$ cat config.mk
export PLATFORM = sky130hd
export DESIGN_NAME = lock_arbiter
export DESIGN_NICKNAME = d
export VERILOG_FILES = /design/src/rtl/lock_pkg.sv /design/src/rtl/rr_arbiter.sv /design/src/rtl/lock_arbiter.sv
export SDC_FILE = /design/constraint.sdc
export NUM_CORES = 1
export LEC_CHECK = 0
export BUFFER_PORTS_ARGS = -buffer_cell sky130_fd_sc_hd__buf_2
export CAP_MARGIN = 25
export CORE_MARGIN = 2
export CORE_UTILIZATION = 40
export CTS_CLUSTER_DIAMETER = 50
export DETAILED_ROUTE_END_ITERATION = 8
export PLACE_DENSITY = 0.66
export SYNTH_ARGS = -nofsm -noshare
export SYNTH_HDL_FRONTEND = slang
export SYNTH_HIERARCHICAL = 1
export SYNTH_SLANG_ARGS = --single-unit
$ cat constraint.sdc
create_clock -name clk_i -period 1.7 [get_ports clk_i]
set_input_delay 0.34 -clock clk_i [delete_from_list [all_inputs] [get_ports clk_i]]
set_output_delay 0.34 -clock clk_i [all_outputs]
set_load 0.02 [all_outputs]
$ cat src/rtl/lock_pkg.sv
// Shared types and default parameters for the lock arbiter.
package lock_pkg;

   typedef enum logic [1:0] {
      StIdle,
      StAcquire,
      StHeld,
      StRelease
   } lock_state_e;

   localparam int unsigned DefNClients = 4;
   localparam int unsigned DefTimeout  = 255;

endpackage

$ cat src/rtl/rr_arbiter.sv
// Combinational round-robin picker: searches from last_owner+1 with wraparound.
module rr_arbiter #(
   parameter int unsigned NClients = 4,
   parameter int unsigned IdW      = 2
) (
   input  logic [NClients-1:0] req_i,
   input  logic [IdW-1:0]      last_owner_i,
   output logic [IdW-1:0]      winner_o,
   output logic                found_o
);

   logic [IdW-1:0] idx;

   // First requester after the previous owner wins; the previous owner is checked last.
   always_comb begin
      winner_o = '0;
      found_o  = 1'b0;
      idx      = '0;
      for (int unsigned i = 1; i <= NClients; i++) begin
         idx = IdW'((32'(last_owner_i) + i) % NClients);
         if (!found_o && req_i[idx]) begin
            found_o  = 1'b1;
            winner_o = idx;
         end
      end
   end

endmodule

$ cat src/rtl/lock_arbiter.sv
// Round-robin arbiter in front of the shared lock register, with a hold-timeout watchdog.
module lock_arbiter
   import lock_pkg::*;
#(
   parameter int unsigned NClients = DefNClients,
   parameter int unsigned Timeout  = DefTimeout,
   parameter int unsigned IdW      = $clog2(NClients)
) (
   input  logic                clk_i,
   input  logic                rst_ni,
   input  logic [NClients-1:0] req_i,
   input  logic [NClients-1:0] rel_i,
   input  logic                locked_i,
   output logic                lock_req_o,
   output logic                unlock_o,
   output logic [NClients-1:0] grant_o,
   output logic [IdW-1:0]      owner_o,
   output logic                busy_o,
   output logic                timeout_evt_o
);

   localparam int unsigned      CntW    = $clog2(Timeout + 1);
   localparam logic [CntW-1:0]  CntLast = CntW'(Timeout - 1);
   localparam logic [CntW-1:0]  CntMax  = {CntW{1'b1}};

   lock_state_e         state_q, state_d;
   logic [IdW-1:0]      owner_q, owner_d;
   logic [IdW-1:0]      last_owner_q, last_owner_d;
   logic [CntW-1:0]     cnt_q, cnt_d;
   logic                lock_req_q, lock_req_d;
   logic                unlock_q, unlock_d;
   logic [NClients-1:0] grant_q, grant_d;
   logic                busy_q, busy_d;
   logic                tmo_q, tmo_d;

   logic [IdW-1:0]      winner;
   logic                found;

   rr_arbiter #(
      .NClients (NClients),
      .IdW      (IdW)
   ) u_rr_arbiter (
      .req_i        (req_i),
      .last_owner_i (last_owner_q),
      .winner_o     (winner),
      .found_o      (found)
   );

   // Next state, owner bookkeeping, hold counter and next registered outputs.
   always_comb begin
      state_d      = state_q;
      owner_d      = owner_q;
      last_owner_d = last_owner_q;
      cnt_d        = cnt_q;
      tmo_d        = 1'b0;

      unique case (state_q)
         StIdle: begin
            if (found) begin
               owner_d = winner;
               state_d = StAcquire;
            end
         end
         StAcquire: begin
            if (locked_i) begin
               state_d = StHeld;
               cnt_d   = '0;
            end
         end
         StHeld: begin
            // Explicit release or abandon beats the watchdog.
            if (rel_i[owner_q] || !req_i[owner_q]) begin
               state_d = StRelease;
            end else if (cnt_q == CntLast) begin
               state_d = StRelease;
               tmo_d   = 1'b1;
            end else if (cnt_q != CntMax) begin
               cnt_d = cnt_q + 1'b1;
            end
         end
         StRelease: begin
            if (!locked_i) begin
               state_d      = StIdle;
               last_owner_d = owner_q;
            end
         end
         default: state_d = StIdle;
      endcase

      // lock_req only from the second ACQUIRE cycle on, and dropped once locked is seen.
      lock_req_d = (state_q == StAcquire) && (state_d == StAcquire);
      unlock_d   = (state_d == StRelease);
      grant_d    = (state_d == StHeld) ? (NClients'(1) << owner_d) : '0;
      busy_d     = (state_d != StIdle);
   end

   // State and registered outputs; reset is synchronous.
   always_ff @(posedge clk_i) begin
      if (!rst_ni) begin
         state_q      <= StIdle;
         owner_q      <= '0;
         last_owner_q <= IdW'(NClients - 1);
         cnt_q        <= '0;
         lock_req_q   <= 1'b0;
         unlock_q     <= 1'b0;
         grant_q      <= '0;
         busy_q       <= 1'b0;
         tmo_q        <= 1'b0;
      end else begin
         state_q      <= state_d;
         owner_q      <= owner_d;
         last_owner_q <= last_owner_d;
         cnt_q        <= cnt_d;
         lock_req_q   <= lock_req_d;
         unlock_q     <= unlock_d;
         grant_q      <= grant_d;
         busy_q       <= busy_d;
         tmo_q        <= tmo_d;
      end
   end

   assign lock_req_o    = lock_req_q;
   assign unlock_o      = unlock_q;
   assign grant_o       = grant_q;
   assign owner_o       = owner_q;
   assign busy_o        = busy_q;
   assign timeout_evt_o = tmo_q;

endmodule

# ---- Yosys cells after proc, flatten, opt, wreduce, memory -nomap -nowiden
# Cells that the tools add are included.
# W data, S select, Z words.
dict set report classes {
  add_sub_neg 5
  multipliers 0
  div_mod_pow 0
  order_cmp 5
  eq_ne 12
  n_shift 1
  mux 34
  bitwise_logic 3
  reduce_logical 16
}
# cell n
set ops {}
lappend ops {{$mux W8} 4}
lappend ops {{$mux W2} 11}
lappend ops {{$pmux W8 S2} 1}
lappend ops {{$lt A2 B3 Y1 const B} 5}
lappend ops {{$bmux W1 S2} 6}
lappend ops {{$mux W1} 11}
lappend ops {{$add A8 B1 Y8 const B} 1}
lappend ops {{$eq A2 B2 Y1 const B} 4}
lappend ops {{$eq A8 B8 Y1 const B} 1}
lappend ops {{$ne A2 B2 Y1 const B} 4}
lappend ops {{$ne A8 B8 Y1 const B} 1}
lappend ops {{$pmux W2 S4} 1}
lappend ops {{$reduce_and A5 Y1} 1}
lappend ops {{$add A2 B1 Y2 const B} 2}
lappend ops {{$add A2 B2 Y2 const B} 2}
lappend ops {{$eq A2 B1 Y1 const B} 2}
lappend ops {{$logic_and A1 B1 Y1} 4}
lappend ops {{$logic_not A1 Y1} 4}
lappend ops {{$reduce_and A2 Y1} 2}
lappend ops {{$reduce_bool A2 Y1} 2}
lappend ops {{$shl A1 B2 Y4 const A} 1}
lappend ops {{$not A1 Y1} 3}
lappend ops {{$reduce_or A3 Y1} 1}
lappend ops {{$logic_not A2 Y1} 1}
lappend ops {{$logic_or A1 B1 Y1} 1}
dict set report word_totals {
  register_bits 22
  latchBits 0
  mem_bits_rw 0
  rom_bits 0
  inputBits 11
  memories 0
}

# ---- Depth between registers and ports, before layout
dict set report logic_depth {
  word_depth 17
  mapped_depth 7
  ltp_nobuf 7
}

# ---- Hierarchy
# The synthesis kept the hierarchy.
# module instances cells_each area_per_inst_um2 seq_area_each_um2
set modules_own_cells {}
lappend modules_own_cells {lock_arbiter 1 112 1007.2 440.4}
lappend modules_own_cells {rr_arbiter 1 14 91.3 0.0}

# ---- Worst setup path before layout
# Ideal clock, no wire load.
dict set report synth_path {
  path_kind {flip-flop to flip-flop}
  from {reg owner_q[1], in the netlist owner_o[1]}
  to {reg cnt_q[5]}
  arrival_time_ns 1.861
  setup_slack_ns -0.220
  path_stages_with_launch 5
  synth_period_minus_slack_ns 1.920
  cell_sequence {dfxtp_1 > mux4_2 > o21a_2 > or4_1 > nand2_1}
}
dict set report synth_between {
  elab_chain_len 6
}
# item line
set synth_rtl {}
lappend synth_rtl {{from (decl)} lock_arbiter.sv:27} ;# logic [IdW-1:0] owner_q, owner_d;
lappend synth_rtl {{from (signal assigned)} lock_arbiter.sv:111} ;# owner_q <= owner_d;
lappend synth_rtl {{$bmux W1 S2} lock_arbiter.sv:72} ;# if (rel_i[owner_q] || !req_i[owner_q]) begin
lappend synth_rtl {{$mux W1 (not written as such)} lock_arbiter.sv:72}
lappend synth_rtl {{$logic_not A1 Y1} lock_arbiter.sv:72}
lappend synth_rtl {{$logic_or A1 B1 Y1 (*)} lock_arbiter.sv:72}
lappend synth_rtl {{$ne A2 B2 Y1 (no source line) (*)} --}
lappend synth_rtl {{$reduce_and A5 Y1 (no source line) (*)} --}
lappend synth_rtl {{to (signal assigned)} lock_arbiter.sv:113} ;# cnt_q <= cnt_d;
lappend synth_rtl {{to (decl)} lock_arbiter.sv:29} ;# logic [CntW-1:0] cnt_q, cnt_d;
# Mark *: on every way between the ends. The rest lies on a longest branch, timed or not. The select of a mux whose other input is x is not followed.
# A chain may end at the register's enable or synchronous reset.

# ---- Final worst setup path
# Ends and elaborated chain as after synthesis.

==> qor.txt <==
outcome -> finished, violations left
failing checks -> negative setup slack
Critical Path End Type -> flip-flop
Die Area -> 0.00318 mm2
fin crit period -> 1.74 ns
worst-path maximum fanout -> 6
later-pin clock latency in the skew report -> 0.31 ns
placed cells -> 197
Clock Pin Slew Worst Setup and Hold Paths -> 0.13 ns
TritonCTS clock tree -> built
GR Util All Layers -> 16.4%
critical path arrival -> 2.02 ns
setup_tns -> -0.0446 ns
Die H -> 56.4 um
Synth Area in Simple Gates -> 32.8%
leak pwr -> 0.698 nW
max_slew headroom -> 64.2%
mux cell area share after synthesis -> 6.61%
share of layout cells above drive strength 1 -> 40.4%
Die Width -> 56.4 um
switching pwr -> 0.307 mW
initial antenna violation count -> 0
I/O Buffers -> 20
Post-DP HPWL -> 1910 um
highest metal used -> met4
GP Congestion -> 0.763
Critical Path RT -> 1.97 ns
largest family of logic cells by synthesized area -> simple AND/OR/NAND/NOR gates
wire length on met2 -> 1280 um
critical path, cell by cell -> mux4_2 > o21a_4 > or4_4 > nand2_1
CORE AREA -> 0.00269 mm2
# DRC -> 0
Pwr Density -> 796 mW/mm2
Seq/Total Area, Yosys -> 40.1%
async set-reset flop share out of synthesis -> 0%
Slew Viols, Final -> 0
worst vdd ir -> 0.000561 V
Cell Rows -> 19
fin worst setup slack -> -0.0446 ns
Finished Core Util -> 56.3%
Initial DRC Count -> 20
via total after detailed routing -> 1067
vias in the first global route -> 993
Hold WC Path Type -> in2reg
non-filler cells, final -> 202
largest net degree at the start of global routing -> 16
Compound-Gate Fraction of Synth Area -> 16.2%
GRT overflow -> 0
CP max stage delay -> 0.53 ns
main flop type after synthesis -> dfxtp_1
sequential fraction of design power -> 45.6%
Cells after Synth -> 126
Clock Root Buffer -> clkbuf_4
Post-Synth Adder-Cell Area -> 2.28%
Routed WL per cell -> 12.4 um
Sink Count -> 22
worst-margin pin slew -> 0.531 ns
starting density of the core -> 40.9%
slowest CP cell -> mux4_2
Clock Skews -> 0.00195 ns
final wirelength -> 2510 um
CTS buffer count -> 3
Internal -> 0.896 mW
combinational power share -> 20.3%
XOR/XNOR Fraction of Synth Area -> 0%
Layout Nets -> 185
synth warn -> 6
Synth Area per Inst -> 8.72 um2
clock share of power -> 34.1%
drt first pass iters -> 4
clock tree buffer depth -> 2
met3 wire length -> 105 um
Layout area overhead -> 37.6%
# IOs -> 21
Startpoint Class -> flip-flop
Yosys cell types -> 38
period utilization -> 103%
H-tree lvl count -> 1
ANT cells -> 0
Vias/cell -> 5.28
crit path kind -> reg2reg
switching share of power -> 25.5%
Mapped Nets -> 139
Max Fclk -> 0.573 GHz
WHS -> 0.318 ns
MaxCap Viol Count -> 0
unrepaired setup endpoints after global routing -> true
Mapped Area -> 0.00110 mm2
first-pass GRT wire length -> 4040 um
wl on met1 -> 1100 um
final setup violation count -> 1
Routed Antenna Nets -> 0
number of flops mapped to enable cells by yosys -> 0
register bit total from synthesis -> 22
Hold Vio Cnt, Final -> 0
-- per-stage QoR --
stage / area, um2 / power [mW] / worst slack [ns]
floorplan: 1110 / 0.682 / -0.0903
global placement: 1410 / 0.785 / -0.186
detailed placement: 1410 / 0.790 / -0.205
CTS: 1470 / 1.20 / -0.0459
global route: 1510 / 1.25 / -0.0900
finish: 1510 / 1.20 / -0.0446
-- power groups by stage --
stage	Clock, mW	Sequential, mW	Combinational, mW
CTS	0.420	0.548	0.232
global route	0.432	0.552	0.266
finish	0.410	0.549	0.244
floorplan	0	0.571	0.112
detailed placement	0	0.559	0.231
global placement	0	0.559	0.226
-- what timing repair did --
action | 4_1_cts | 5_1_grt
setup buffers | 0 | 1
endpoints found under the setup margin | 1 | 9
gates cloned | 0 | 0
resized for setup | 0 | 13
hold buffers | 0 | 0
-- layout by cell type, fill, tap and decap left out, types with 3 or more instances in the layout --
cell,synthesis,layout
nor2_1,6,6
nand3_1,5,5
dfxtp_2,0,5
buf_2,0,20
nor2b_1,7,6
nand2b_1,10,9
a31oi_1,3,3
o21ai_0,5,5
buf_4,0,24
inv_1,3,3
mux2i_1,5,4
dfxtp_1,22,17
a21oi_1,5,5
clkbuf_4,0,3
and4_1,4,3
nand2_1,15,15
-- flip-flops by register name, indices dropped and copies added (netlist names) --
name,flops
busy_o,1
last_owner_q,2
timeout_evt_o,1
state_q,2
unlock_o,1
grant_o,4
owner_o,2
lock_req_o,1
cnt_q,8
-- cells by family after synthesis --
family | count (synthesis)
AOI/OAI and AO/OA | 26
adders and majority gates | 2
buffers and inverters | 6
DFF | 22
muxes | 6
and+or+nand+nor | 64
-- routing by layer --
layer,vias up,GRT usage (%)
li1,551,-
met1,493,19.1
met2,21,28.1
met5,-,0
met4,0,5.78
met3,2,5.53
-- final cells by class --
| class | instances | area, um2 |
|---|---|---|
| Fill cell | 251 | 1170 |
| Multi-Input combinational cell | 98 | 682 |
| Timing Repair Buffer | 44 | 280 |
| Sequential cell | 22 | 447 |
| Clock inverter | 1 | 30.0 |
| Inverter | 3 | 11.3 |
| Tap cell | 31 | 38.8 |
| Clock buffer | 3 | 22.5 |
-- path summary, 6_finish.rpt --
path,slack (ns),cells after the start,startpoint,to
worst min-delay path,0.32,2,rst_ni,last_owner_q[0]
worst min register to register,0.47,1,cnt_q[0],cnt_q[0]
worst max register to register,-0.04,4,owner_o[1],cnt_q[5]
worst max-delay path,-0.04,4,owner_o[1],cnt_q[5]
-- synthesized netlist by cell type, types with 2 or more instances --
library cell  number  area [um2]
a31oi_1            3        18.8
nor2_1             6        22.5
ha_1               2        25.0
and4_1             4        35.0
a21oi_1            5        25.0
clkbuf_1           3        11.3
o22ai_1            2        12.5
nor2b_1            7        43.8
nor4_1             2        12.5
nand2_1           15        56.3
inv_1              3        11.3
nor3_1             2        10.0
nand3_1            5        25.0
and2_1             2        12.5
and3b_1            2        17.5
o21ai_0            5        25.0
and3_1             2        12.5
mux2i_1            5        50.1
dfxtp_1           22         440
nand2b_1          10        62.6
a31o_2             2        17.5
-- worst max-delay path: cells and delay by family, from the launching register on --
kind	cells	cell delay, ns
AOI/OAI and AO/OA	1	0.24
muxes	1	0.53
and+or+nand+nor	2	0.56
DFF	1	0.36
No activity file was read; power rests on OpenSTA's default activity.
